`src/rtl/pipe_credit_fifo_if.sv`:
```
// Handshake bundle for pipe_credit_fifo.
// The master modport belongs to the environment: producer, upstream pipeline and consumer.
// The slave modport belongs to the FIFO.
// CW must equal $clog2(DEPTH + 1) of the FIFO it connects to.
interface pipe_credit_fifo_if #(
  parameter int unsigned DW = 8,
  parameter int unsigned CW = 4
);
  logic          s_valid;
  logic          s_ready;
  logic          pipe_valid;
  logic [DW-1:0] pipe_data;
  logic          m_valid;
  logic          m_ready;
  logic [DW-1:0] m_data;
  logic [CW-1:0] credits;
  logic [CW-1:0] count;
  logic          overflow;

  modport master (
    output s_valid,
    output pipe_valid,
    output pipe_data,
    output m_ready,
    input  s_ready,
    input  m_valid,
    input  m_data,
    input  credits,
    input  count,
    input  overflow
  );

  modport slave (
    input  s_valid,
    input  pipe_valid,
    input  pipe_data,
    input  m_ready,
    output s_ready,
    output m_valid,
    output m_data,
    output credits,
    output count,
    output overflow
  );
endinterface

```
`src/rtl/pipe_credit_fifo.sv`:
```
// Credit-based elastic buffer behind a fixed-latency, enable-free pipeline.
// Issue credits guarantee that every word entering the pipeline has a FIFO slot LAT cycles later.
// The pipeline therefore never has to stall.
// Optional feature: define PIPE_CREDIT_FIFO_BYPASS_EN for a zero-latency bypass.
// With the bypass, a word arriving at an empty FIFO is presented on m_data in the same cycle.
// If that word is accepted in the same cycle, it is never written.
module pipe_credit_fifo #(
  parameter int unsigned DW    = 8,
  parameter int unsigned DEPTH = 8,
  parameter int unsigned LAT   = 4,
  parameter int unsigned CW    = $clog2(DEPTH + 1)
) (
  input logic               clk,
  input logic               rst,
  pipe_credit_fifo_if.slave bus
);

  localparam int unsigned   PtrW    = (DEPTH > 1) ? $clog2(DEPTH) : 1;
  localparam logic [CW-1:0] DepthC  = CW'(DEPTH);
  localparam logic [PtrW-1:0] LastPtr = PtrW'(DEPTH - 1);

  logic [DW-1:0]   mem_q [DEPTH];
  logic [PtrW-1:0] rd_ptr_q, rd_ptr_d;
  logic [PtrW-1:0] wr_ptr_q, wr_ptr_d;
  logic [CW-1:0]   credits_q, credits_d;
  logic [CW-1:0]   count_q, count_d;
  logic            overflow_q, overflow_d;

  logic          s_ready;
  logic          m_valid;
  logic [DW-1:0] m_data;
  logic          bypass;
  logic          issue;
  logic          pop;
  logic          pop_fifo;
  logic          push;
  logic          empty;
  logic          full;

  assign empty = (count_q == '0);
  assign full  = (count_q == DepthC);

  // Credits come straight from a register, so m_ready never reaches s_ready combinationally.
  assign s_ready = (credits_q != '0);

`ifdef PIPE_CREDIT_FIFO_BYPASS_EN
  // An arriving word at an empty FIFO is shown to the consumer immediately.
  assign bypass  = empty && bus.pipe_valid;
  assign m_valid = !empty || bypass;
  assign m_data  = empty ? bus.pipe_data : mem_q[rd_ptr_q];
`else
  assign bypass  = 1'b0;
  assign m_valid = !empty;
  assign m_data  = mem_q[rd_ptr_q];
`endif

  // Handshake decode: credit accounting uses every delivery.
  // Storage only counts deliveries taken out of the array.
  always_comb begin
    issue    = bus.s_valid && s_ready;
    pop      = m_valid && bus.m_ready;
    pop_fifo = pop && !empty;
    // A bypassed word accepted in its arrival cycle never occupies a slot.
    push     = bus.pipe_valid && !(bypass && bus.m_ready) && (!full || pop);
  end

  // Next-state for counters, pointers and the sticky overflow flag.
  always_comb begin
    credits_d  = credits_q - CW'(issue) + CW'(pop);
    count_d    = count_q + CW'(push) - CW'(pop_fifo);
    rd_ptr_d   = rd_ptr_q;
    wr_ptr_d   = wr_ptr_q;
    overflow_d = overflow_q;
    // DEPTH need not be a power of two, so the wrap is explicit.
    if (pop_fifo) begin
      rd_ptr_d = (rd_ptr_q == LastPtr) ? '0 : rd_ptr_q + 1'b1;
    end
    if (push) begin
      wr_ptr_d = (wr_ptr_q == LastPtr) ? '0 : wr_ptr_q + 1'b1;
    end
    // A word that finds the FIFO full with nothing leaving is lost for good.
    if (bus.pipe_valid && full && !pop) begin
      overflow_d = 1'b1;
    end
  end

  // Control state with synchronous reset.
  // Words still in flight at reset are written normally when they arrive.
  always_ff @(posedge clk) begin
    if (rst) begin
      credits_q  <= DepthC;
      count_q    <= '0;
      rd_ptr_q   <= '0;
      wr_ptr_q   <= '0;
      overflow_q <= 1'b0;
    end else begin
      credits_q  <= credits_d;
      count_q    <= count_d;
      rd_ptr_q   <= rd_ptr_d;
      wr_ptr_q   <= wr_ptr_d;
      overflow_q <= overflow_d;
    end
  end

  // Storage array; contents are meaningless until written, so it carries no reset.
  always_ff @(posedge clk) begin
    if (push) begin
      mem_q[wr_ptr_q] <= bus.pipe_data;
    end
  end

  assign bus.s_ready  = s_ready;
  assign bus.m_valid  = m_valid;
  assign bus.m_data   = m_data;
  assign bus.credits  = credits_q;
  assign bus.count    = count_q;
  assign bus.overflow = overflow_q;

  // The slot guarantee needs room for every in-flight word plus the one being drained.
  a_param_legal : assert property (@(posedge clk) (DEPTH >= LAT + 1) && (DEPTH <= 256));

  // Credits above DEPTH mean the pipeline delivered words that were never issued.
  a_credits_bound : assert property (@(posedge clk) disable iff (rst) credits_q <= DepthC);

  // A stalled head must hold still until it is taken.
  a_head_stable : assert property (@(posedge clk) disable iff (rst)
    (m_valid && !bus.m_ready) |=> (m_valid && $stable(m_data)));

endmodule

```
`src/flat_wrapper.sv`:
```
// flat-port wrapper written by rule: the top's interface ports become plain ports
module pipe_credit_fifo_flat 
#(
  parameter int unsigned DW    = 8,
  parameter int unsigned DEPTH = 8,
  parameter int unsigned LAT   = 4,
  parameter int unsigned CW    = $clog2(DEPTH + 1)
)
  (clk, rst, bus_s_valid, bus_pipe_valid, bus_pipe_data, bus_m_ready, bus_s_ready, bus_m_valid, bus_m_data, bus_credits, bus_count, bus_overflow);
  pipe_credit_fifo_if #(.DW(DW), .CW(CW)) bus_i ();
  input logic clk;
  input logic rst;
  input wire logic [$bits(bus_i.s_valid)-1:0] bus_s_valid;
  input wire logic [$bits(bus_i.pipe_valid)-1:0] bus_pipe_valid;
  input wire logic [$bits(bus_i.pipe_data)-1:0] bus_pipe_data;
  input wire logic [$bits(bus_i.m_ready)-1:0] bus_m_ready;
  output wire logic [$bits(bus_i.s_ready)-1:0] bus_s_ready;
  output wire logic [$bits(bus_i.m_valid)-1:0] bus_m_valid;
  output wire logic [$bits(bus_i.m_data)-1:0] bus_m_data;
  output wire logic [$bits(bus_i.credits)-1:0] bus_credits;
  output wire logic [$bits(bus_i.count)-1:0] bus_count;
  output wire logic [$bits(bus_i.overflow)-1:0] bus_overflow;
  assign bus_i.s_valid = bus_s_valid;
  assign bus_i.pipe_valid = bus_pipe_valid;
  assign bus_i.pipe_data = bus_pipe_data;
  assign bus_i.m_ready = bus_m_ready;
  assign bus_s_ready = bus_i.s_ready;
  assign bus_m_valid = bus_i.m_valid;
  assign bus_m_data = bus_i.m_data;
  assign bus_credits = bus_i.credits;
  assign bus_count = bus_i.count;
  assign bus_overflow = bus_i.overflow;
  pipe_credit_fifo #(.DW(DW), .DEPTH(DEPTH), .LAT(LAT), .CW(CW)) u_core (.clk(clk), .rst(rst), .bus(bus_i));
endmodule
```
`config.mk`:
```
export PLATFORM = sky130hd
export DESIGN_NAME = pipe_credit_fifo_flat
export DESIGN_NICKNAME = d
export VERILOG_FILES = /design/src/rtl/pipe_credit_fifo_if.sv /design/src/rtl/pipe_credit_fifo.sv /design/src/flat_wrapper.sv
export SDC_FILE = /design/constraint.sdc
export NUM_CORES = 1
export LEC_CHECK = 0
export CAP_MARGIN = 20
export CORE_UTILIZATION = 47
export CTS_CLUSTER_DIAMETER = 50
export CTS_CLUSTER_SIZE = 28
export DETAILED_ROUTE_END_ITERATION = 10
export PLACE_DENSITY = 0.64
export SYNTH_ARGS = -nofsm -noshare
export SYNTH_HDL_FRONTEND = slang
export SYNTH_SLANG_ARGS = --single-unit
```
`constraint.sdc`:
```
create_clock -name clk -period 6.7 [get_ports clk]
set_input_delay 1.005 -clock clk [delete_from_list [all_inputs] [get_ports clk]]
set_output_delay 1.005 -clock clk [all_outputs]
set_load 0.01 [all_outputs]
```
==> results.cfg <==
[placed_design]
dp_cells = 338
place.gp.congestion = 0.702
dp_hpwl_um = 3790
portBuffers = 31

[logic_synthesis]
synth_edf_count = 64
synth_nets = 247
synth_ff_type = edfxtp_1
yosysSeqAreaShare_pct = 63.2
avgSynthCellArea_um2 = 16.6
netlist_instances = 217
ys_types = 40
ys_seq_elements = 82
synth_area_mm2 = 0.00361
async_flop_share_pct = 0
yosys_warnings = 0

[die]
die_area_mm2 = 0.00803
io_pins = 32
num_rows = 31
start_util_pct = 49.2
die_h_um = 89.6
core_area_mm2 = 0.00733
die_x_um = 89.6

[clocking]
ctsRootBufferMaster = clkbuf_8
post_cts_buffers = 0
clock_sinks = 82
clk_pin_slew_ns = 0.08
cts_tree = done
cts_buffers = 9
insertion_delay_ns = 0.36
cts.hold.buffers_added = 0
clock_path_buffers = 2
cts_resized = 0
cts.htree.levels = 3

[power]
sequentialPowerShare_pct = 47.1
switching_power_mw = 0.432
p_int_mw = 1.01
p_leak_nw = 1.46
comb_power_share_pct = 31.9
swShare_pct = 30.0
worst_ir_drop_vdd_mv = 0.193
clkPwrFrac_pct = 21.0
power_density_mw_per_mm2 = 347

[cells_and_area]
antenna_cells = 0
multi_input_area_mm2 = 0.00121
fin_cells = 355
drive_gt1_share_pct = 10.9
syn_to_final_growth_pct = 15.2
fin_nets = 281
seqCellArea_mm2 = 0.00228
fillers = 598

[sta]
setup_viol = 0
fin_crit_sh_pct = 55.3
max_freq_mhz = 270
tns_ns = 0
drv_slew = 0
worst_pin_slew_ns = 0.894
finalHoldViolations = 0
period_needed_ns = 3.71
max-slew-margin-rel_pct = 40.3
skew_ns = 0.00724
rsz0062_at_grt = no

[setup_path]
crit_type = flop to output pin
rr_endpoint = u_core.bus.count[2]
rr_worst_depth = 10
rr_startpoint = u_core.bus.count[2]
cp_slowest_cell = dfxtp_1
start_kind = flop
crit_fanout = 16
endpoint_kind = output pin
max_stage_delay_ns = 0.91
crit_family = multiplexers
arrival_ns = 2.70
ff2ff_setup_slack_ns = 4.17
required_ns = 5.69
critPathBufInv = 1
path_cells = mux4_1 > mux2_2 > clkdlybuf4s50_1

[drt]
wire_per_inst_um = 17.1
wl_um = 6070
drc = 0
m1WireLength_um = 2750
wl_met3_um = 190
drt_iter0_drc = 104
via_per_inst = 5.25
vias = 1865
drt_first_pass_iters = 4
routed.top_layer = met4
ant_nets = 0
wl_met2_um = 2950

[run_status]
status = finished, final reports clean

[min_path]
min_path_cells = 2
hp-class = flop to flop
min_to = u_core.bus.overflow
min_from = u_core.bus.overflow

[run]
drv_cap = 0

[grt]
first_global_vias = 1886
overflow = 0
groute.usage.overall_pct = 17.4
grt_max_degree = 29
grt_pass1_wl_um = 9670
antenna_found_initial = 0
-- worst register-to-register path: cells and delay by family, from the launching register on --
| family | cells | cell delay, ns |
|---|---|---|
| buffers and inverters | 2 | 0.15 |
| AND/OR/NAND/NOR | 3 | 0.74 |
| flip-flops | 1 | 0.31 |
| adder cells (fa/ha/maj) | 4 | 1.05 |
| XOR/XNOR | 1 | 0.14 |
-- how the worst max path moves through the flow --
stage / end / slack (ns) / cells after the start
floorplan: u_core.mem_q[1][0] / 3.83 / 3
global placement: u_core.mem_q[1][5] / 3.05 / 4
detailed placement: u_core.mem_q[1][2] / 3.00 / 4
CTS: bus_m_data[0] / 2.93 / 3
global route: bus_m_data[0] / 2.87 / 3
finish: bus_m_data[1] / 2.99 / 3
-- through the flow --
| stage | total power, mW | worst slack, ns | hold WS (ns) | util (%) | instance area, um^2 |
|---|---|---|---|---|---|
| after detailed placement | 1.16 | 3.00 | 0.462 | 54.4 | 3990 |
| after global placement | 1.15 | 3.05 | 0.470 | 54.4 | 3990 |
| after floorplan | 0.982 | 3.83 | 0.476 | - | 3610 |
| after global routing | 1.55 | 2.87 | 0.544 | 56.7 | 4160 |
| final | 1.44 | 2.99 | 0.489 | 56.7 | 4160 |
| after CTS | 1.46 | 2.93 | 0.492 | 56.6 | 4150 |
-- cell type report --
cell class / instances / area share [%]
inverters: 15 / 1.35
clock inverters: 6 / 0.813
well taps: 99 / 2.98
flip-flops and latches: 82 / 54.9
repair buffers: 32 / 7.65
multi-input cells: 111 / 29.2
clock buffers: 10 / 3.07
-- per-layer routing --
metal	vias up	track usage [%]
met4	0	10.2
met1	893	22.2
met5	-	0
met3	13	3.20
li1	919	-
met2	40	28.1
-- kinds of logic (layout without fill, tap and decap cells) --
kind of cell	Yosys count	after routing	synth area share, %
AOI/OAI and AO/OA	16	16	3.12
xor gates and xnor gates	2	2	0.486
adders and majority gates	17	17	6.31
buffers and inverters	24	63	3.26
DFF	82	82	63.2
muxes	28	28	15.3
and+or+nand+nor	48	48	8.32
-- sequential cells by signal, summed over array words and instances (netlist names), named ones only --
| signal | flops |
|---|---|
| u_core.bus.overflow | 1 |
| u_core.mem_q | 64 |
| u_core.rd_ptr_q | 3 |
| u_core.wr_ptr_q | 3 |
| u_core.bus.count | 4 |
| u_core.bus.credits | 4 |
-- cells in the mapped netlist, types with 2 or more instances --
cell type	n	area, um^2
edfxtp_1	64	1920
mux2i_1	4	40.0
nand3_1	4	20.0
a21oi_1	5	25.0
buf_2	3	15.0
clkbuf_1	3	11.3
and2_1	4	25.0
dfxtp_1	18	360
o311ai_0	2	17.5
nand2b_1	7	43.8
o21ai_0	2	10.0
or3b_2	2	17.5
nor2b_1	5	31.3
mux4_1	16	420
o31a_1	2	17.5
inv_1	15	56.3
nand4_1	2	12.5
and4b_1	4	40.0
nor2_1	9	33.8
and4_1	2	17.5
nand2_1	3	11.3
ha_1	15	188
mux2_2	8	90.1
fa_1	2	40.0
-- cells in the final DEF, fill, tap and decap left out, types with 2 or more instances in the layout --
cell type	n
a21oi_1	5
and2_1	4
and4_1	2
and4b_1	4
clkbuf_8	9
clkdlybuf4s50_1	31
clkinv_2	3
clkinvlp_4	2
dfxtp_1	18
edfxtp_1	64
fa_1	2
ha_1	15
inv_1	15
mux2_2	8
mux2i_1	4
mux4_1	16
nand2_1	3
nand2b_1	7
nand3_1	4
nand4_1	2
nor2_1	9
nor2b_1	5
o21ai_0	2
o311ai_0	2
o31a_1	2
or3b_2	2
-- power groups by stage --
| stage | registers [mW] | logic, mW | clock network, mW |
|---|---|---|---|
| finish | 0.680 | 0.460 | 0.303 |
| global route | 0.690 | 0.527 | 0.330 |
| CTS | 0.682 | 0.466 | 0.311 |
| detailed placement | 0.693 | 0.463 | 0 |
| global placement | 0.692 | 0.456 | 0 |
| floorplan | 0.672 | 0.310 | 0 |
Power figures use the tool's default switching activity.
